$ cat src/rtl/al_pkg.sv
// Shared allocation-stage constants and types used by the freed-register return path.
package al_pkg;

  localparam int PR_W      = 6;
  localparam int NUM_PR    = 64;
  localparam int RTN_DEPTH = 16;
  localparam int RTN_SRC   = 4;
  localparam int RTN_DRAIN = 2;

  typedef logic [PR_W-1:0] pr_t;

endpackage

$ cat src/rtl/pr_compact4.sv
// Packs the valid return slots into consecutive entries in ascending slot order.
// Returns the number of valid slots.
module pr_compact4 #(
  parameter int PR_W    = 6,
  parameter int NUM_SRC = 4
) (
  input  logic [NUM_SRC-1:0]         vld_in,
  input  logic [NUM_SRC*PR_W-1:0]    pr_in,
  output logic [NUM_SRC*PR_W-1:0]    ent_out,
  output logic [$clog2(NUM_SRC+1)-1:0] cnt_out
);

  localparam int CNT_W = $clog2(NUM_SRC+1);

  logic [CNT_W-1:0] cnt;

  // Each valid slot lands at the position given by the number of valid slots below it.
  always_comb begin
    ent_out = '0;
    cnt     = '0;
    for (int i = 0; i < NUM_SRC; i++) begin
      if (vld_in[i]) begin
        ent_out[int'(cnt)*PR_W +: PR_W] = pr_in[i*PR_W +: PR_W];
        cnt = cnt + 1'b1;
      end
    end
    cnt_out = cnt;
  end

endmodule

$ cat src/rtl/pr_rtn_arb.sv
// Return arbiter for freed physical registers. It compacts up to NUM_SRC returns per cycle into a
// circular buffer and drains up to DRAIN entries per cycle to the free list.
module pr_rtn_arb #(
  parameter int PR_W    = al_pkg::PR_W,
  parameter int NUM_SRC = al_pkg::RTN_SRC,
  parameter int DEPTH   = al_pkg::RTN_DEPTH,
  parameter int DRAIN   = al_pkg::RTN_DRAIN
) (
  input  logic                       clk,
  input  logic                       rst,
  input  logic [NUM_SRC-1:0]         rtn_vld_in,
  input  logic [NUM_SRC*PR_W-1:0]    rtn_pr_in,
  input  logic                       fl_rdy_in,
  output logic [DRAIN-1:0]           fl_vld_out,
  output logic [DRAIN*PR_W-1:0]      fl_pr_out,
  output logic                       stall_to_SCH,
  output logic [$clog2(DEPTH):0]     occ_out,
  output logic                       ovf_err
);

  localparam int PTR_W = $clog2(DEPTH);
  localparam int CNT_W = PTR_W + 1;
  localparam int SUM_W = CNT_W + 1;
  localparam int IN_W  = $clog2(NUM_SRC+1);
  localparam int DR_W  = $clog2(DRAIN+1);

  logic [PTR_W-1:0]        head;
  logic [PTR_W-1:0]        tail;
  logic [CNT_W-1:0]        occ;
  logic [CNT_W-1:0]        occ_nxt;
  logic [PR_W-1:0]         mem [DEPTH];

  logic [NUM_SRC*PR_W-1:0] ent;
  logic [IN_W-1:0]         nin;
  logic [DR_W-1:0]         nout;
  logic [SUM_W-1:0]        room;
  logic [SUM_W-1:0]        nwr;
  logic                    drop;

  pr_compact4 #(
    .PR_W    (PR_W),
    .NUM_SRC (NUM_SRC)
  ) u_compact (
    .vld_in  (rtn_vld_in),
    .pr_in   (rtn_pr_in),
    .ent_out (ent),
    .cnt_out (nin)
  );

  // Drain lanes depend only on registered state, so same-cycle enqueues are never visible here.
  always_comb begin
    fl_vld_out = '0;
    fl_pr_out  = '0;
    for (int j = 0; j < DRAIN; j++) begin
      fl_vld_out[j]                = (occ > CNT_W'(j));
      fl_pr_out[j*PR_W +: PR_W]    = mem[head + PTR_W'(j)];
    end
  end

  always_comb begin
    nout = '0;
    if (fl_rdy_in) begin
      for (int j = 0; j < DRAIN; j++) begin
        if (fl_vld_out[j]) nout = nout + 1'b1;
      end
    end
  end

  // Slots freed by this cycle's drain may be reused by this cycle's enqueue.
  always_comb begin
    room    = SUM_W'(DEPTH) - SUM_W'(occ) + SUM_W'(nout);
    drop    = (SUM_W'(nin) > room);
    nwr     = drop ? room : SUM_W'(nin);
    occ_nxt = CNT_W'(SUM_W'(occ) + nwr - SUM_W'(nout));
  end

  assign stall_to_SCH = (occ > CNT_W'(DEPTH - NUM_SRC));
  assign occ_out      = occ;

  always_ff @(posedge clk) begin
    if (rst) begin
      head    <= '0;
      tail    <= '0;
      occ     <= '0;
      ovf_err <= 1'b0;
    end else begin
      head <= head + PTR_W'(nout);
      tail <= tail + PTR_W'(nwr);
      occ  <= occ_nxt;
      if (drop) ovf_err <= 1'b1;
    end
  end

  // Storage is intentionally left uncleared by reset; only accepted entries are written.
  always_ff @(posedge clk) begin
    if (!rst) begin
      for (int j = 0; j < NUM_SRC; j++) begin
        if (SUM_W'(j) < nwr) mem[tail + PTR_W'(j)] <= ent[j*PR_W +: PR_W];
      end
    end
  end

endmodule

$ cat config.mk
export PLATFORM = sky130hd
export DESIGN_NAME = pr_rtn_arb
export DESIGN_NICKNAME = d
export VERILOG_FILES = /design/src/rtl/al_pkg.sv /design/src/rtl/pr_compact4.sv /design/src/rtl/pr_rtn_arb.sv
export SDC_FILE = /design/constraint.sdc
export NUM_CORES = 1
export LEC_CHECK = 0
export ABC_CLOCK_PERIOD_IN_PS = 6400
export CELL_PAD_IN_SITES_DETAIL_PLACEMENT = 1
export CELL_PAD_IN_SITES_GLOBAL_PLACEMENT = 1
export CORE_MARGIN = 2
export CORE_UTILIZATION = 46
export DETAILED_ROUTE_END_ITERATION = 10
export PLACE_DENSITY_LB_ADDON = 0.1
export SYNTH_ARGS = -nofsm -noshare
export SYNTH_HDL_FRONTEND = slang
export SYNTH_SLANG_ARGS = --single-unit
$ cat constraint.sdc
create_clock -name clk -period 6.4 [get_ports clk]
set_input_delay 1.92 -clock clk [delete_from_list [all_inputs] [get_ports clk]]
set_output_delay 1.92 -clock clk [all_outputs]
set_load 0.03 [all_outputs]
==> results_dict.tcl <==
set metrics [dict create \
    clock_skew_ps 17.15 \
    hold_path_depth 2 \
    post-layout-total-power_mw 5.262 \
    maxSlewViolCount 0 \
    io_buffer_count 51 \
    vias_per_cell 7.445 \
    run_status "finished, final reports clean" \
    clkLatencyLatePin_ps 370 \
    crit_slowest_cell "sky130_fd_sc_hd__fa_1" \
    syn_nets 978 \
    hold_viol 0 \
    drt_iter0_markers 1699 \
    clock.fmax_mhz 162.5 \
    grt_setup_unrepaired "false" \
    timing.critical_path.slowest_cell_delay_ps 550 \
    timing.max_cap.violations 0 \
    core_area_um2 21960 \
    cts.sinks 110 \
    cp-start-kind "input pin" \
    path_class "in2reg" \
    cts_max_path_buffers 2 \
    top_level_ports 52 \
    avgRoutedWirePerCell_um 31.38 \
    antenna_found_initial 1 \
    drive_gt1_share_pct 26.86 \
    setup_viol 0 \
    synth_edf_count 96 \
    dominantRegCellSynth "sky130_fd_sc_hd__edfxtp_1" \
    multi_input_area_um2 6733 \
    post-route-worst-setup-slack_ps 244.9 \
    dieHeight_um 154.1 \
    grt_start_max_net_pins 51 \
    fill_cells 2290 \
    hold_path.class "reg2reg" \
    crit_start "rtn_vld_in[2]" \
    count_of_nets_after_finishing 1082 \
    maxSlewHeadroom_pct 26.88 \
    netlist_instances 911 \
    timing.rr.end "occ_out[4]" \
    grt_first_pass_wirelength_mm 62.01 \
    post_layout_nonfiller_instances 1301 \
    die-area_um2 23730 \
    synth-async-reset-ratio_pct 0 \
    dp.final_hpwl_mm 30.35 \
    mostFrequentLayoutCell "sky130_fd_sc_hd__edfxtp_1" \
    area_growth_pct 18.43 \
    critical_path_peak_fanout 16 \
    timing.critical_path.required_ps 6490 \
    globalRouteOverflowTotal 0 \
    layout_common_cells "sky130_fd_sc_hd__edfxtp_1, sky130_fd_sc_hd__buf_4, sky130_fd_sc_hd__mux2i_1" \
    synthesis.yosys.warnings 0 \
    clock-root-buffer "sky130_fd_sc_hd__clkbuf_16" \
    cellLeakagePower_nw 4.729 \
    cts-buffers-inserted 9 \
    antenna_violating_nets_post_route 0 \
    wirelength_mm 40.83 \
    hold_slack_ps 490.2 \
    drt_pass1_iterations 9 \
    cts_tree "built" \
    ys_ff_latch 110 \
    register_area_um2 3166 \
    totalNegativeSetupSlack_ps 0 \
    synth.yosys.seq_area_share_pct 30.54 \
    via_count_of_the_first_global_routing_pass 9983 \
    detailed_place.area_um2 11960 \
    design_area_um2 12270 \
    num_vias 9686 \
    initial_utilization_pct 47.17 \
    crit_path_cell_trace "clkdlybuf4s50_1 -> fa_1 -> buf_4 -> ha_1 -> inv_1 -> fa_1 -> or3b_4 -> or3_1 -> nor2_1 -> and4_1 -> mux2i_1 -> buf_12 -> mux2i_1 -> a222oi_1" \
    ff2ff_setup_slack_ps 890 \
    pre_cts_ws_ps -238.9 \
    critPathCapture "mem[11][0]" \
    finalCoreUtilization_pct 55.87 \
    reg2regPathDepth 22 \
    grtUsageTotal_pct 34.52 \
    timing.rr.start "occ_out[1]" \
    layout_min_cycle_time_ps 6155 \
    yosysUniqueCellTypes 82 \
    placed_cells 1283 \
    ir_worst_vdd_mv 0.4023 \
    clk_pin_slew_ps 90 \
    finalWeightedCongestion 0.9668 \
    drc 0 \
    worst_ep_arrival_time_ps 6240 \
    post_synth.cell_area_avg_um2 11.37 \
    die_w_um 154.1 \
    power_per_cell_area_nw_per_um2 429.0 \
    worst_pin_slew_ps 1097 \
    synthesis.area_um2 10360 \
    ctsHtreeMaxLevel 3 \
    placementRows 54 \
    finalCritPeriodShare_pct 96.17 \
    critical_path.endpoint_type "flop" \
]
==> registers in the layout, summed over array words and instances (netlist names) <==
register  flops
tail          4
occ_out       5
mem          96
ovf_err       1
head          4
==> Yosys cell counts, types with 16 or more instances <==
cell / instances / area [um^2]
sky130_fd_sc_hd__mux2i_1: 91 / 910.9
sky130_fd_sc_hd__inv_1: 30 / 112.6
sky130_fd_sc_hd__mux2_2: 17 / 191.4
sky130_fd_sc_hd__ha_1: 29 / 362.9
sky130_fd_sc_hd__edfxtp_1: 96 / 2883
sky130_fd_sc_hd__nor3_1: 28 / 140.1
sky130_fd_sc_hd__nand2_1: 38 / 142.6
sky130_fd_sc_hd__a21oi_1: 31 / 155.2
sky130_fd_sc_hd__a31oi_2: 16 / 200.2
sky130_fd_sc_hd__mux4_2: 60 / 1351
sky130_fd_sc_hd__clkbuf_1: 31 / 116.4
sky130_fd_sc_hd__nor2_1: 55 / 206.5
sky130_fd_sc_hd__buf_2: 19 / 95.09
sky130_fd_sc_hd__a222oi_1: 77 / 770.7
sky130_fd_sc_hd__o211ai_1: 18 / 135.1
==> report_power, final <==
group          internal, mW  leakage [nW]  switching (mW)
registers              1.03         0.999           0.155
logic                  1.44          3.59            2.07
clock network         0.272         0.136           0.292
==> what timing repair did <==
| action | CTS | global route |
|---|---|---|
| endpoints found under the setup margin | 0 | 51 |
| hold buffers | 0 | 0 |
| buffers inserted | 0 | 1 |
| gates resized for setup | 0 | 5 |
==> how the worst min path moves through the flow <==
stage                    to     from
floorplan           tail[0]  tail[0]
global placement    ovf_err  ovf_err
detailed placement  ovf_err  ovf_err
CTS                 ovf_err  ovf_err
global route        ovf_err  ovf_err
finish              ovf_err  ovf_err
==> per-layer routing <==
layer / track usage (%) / part of all wire, % / up-vias / routed length, um
met2: 54.69 / 46 / 635 / 18810
met5: 0 / 0 / - / 0
met3: 7.300 / 10 / 166 / 4074
li1: - / - / 4059 / -
met1: 44.38 / 38 / 4826 / 15620
met4: 18.74 / 5.7 / 0 / 2324
==> critical path, delay by kind of cell <==
family,cells,cell delay [ps]
and+or+nand+nor,4,1170
AOI/OAI and AO/OA,1,540
adders and majority gates,3,1260
muxes,2,460
buffers and inverters,4,870
==> layout make-up <==
| cell class | count | share of cell area (%) |
|---|---|---|
| antenna | 1 | 0.02040 |
| clock buffer | 10 | 1.866 |
| clock inverter | 6 | 0.4386 |
| inverter | 32 | 1.020 |
| multi-input combinational | 697 | 54.88 |
| sequential | 110 | 25.80 |
| tap | 280 | 2.856 |
| timing repair buffer | 165 | 13.12 |
==> logic make-up (layout without fill, tap and decap cells) <==
logic type                 after synthesis  count (layout)  synth area share (%)
DFF                                    110             110                 30.54
adders and majority gates               36              36                 4.856
xor gates and xnor gates                23              23                 2.379
AOI/OAI and AO/OA                      269             269                 22.76
and+or+nand+nor                        192             192                 9.434
muxes                                  177             177                 25.33
buffers and inverters                  104             213                 4.711
other                                    0               1                     0
Note: power is estimated with default switching activity, not from simulation.
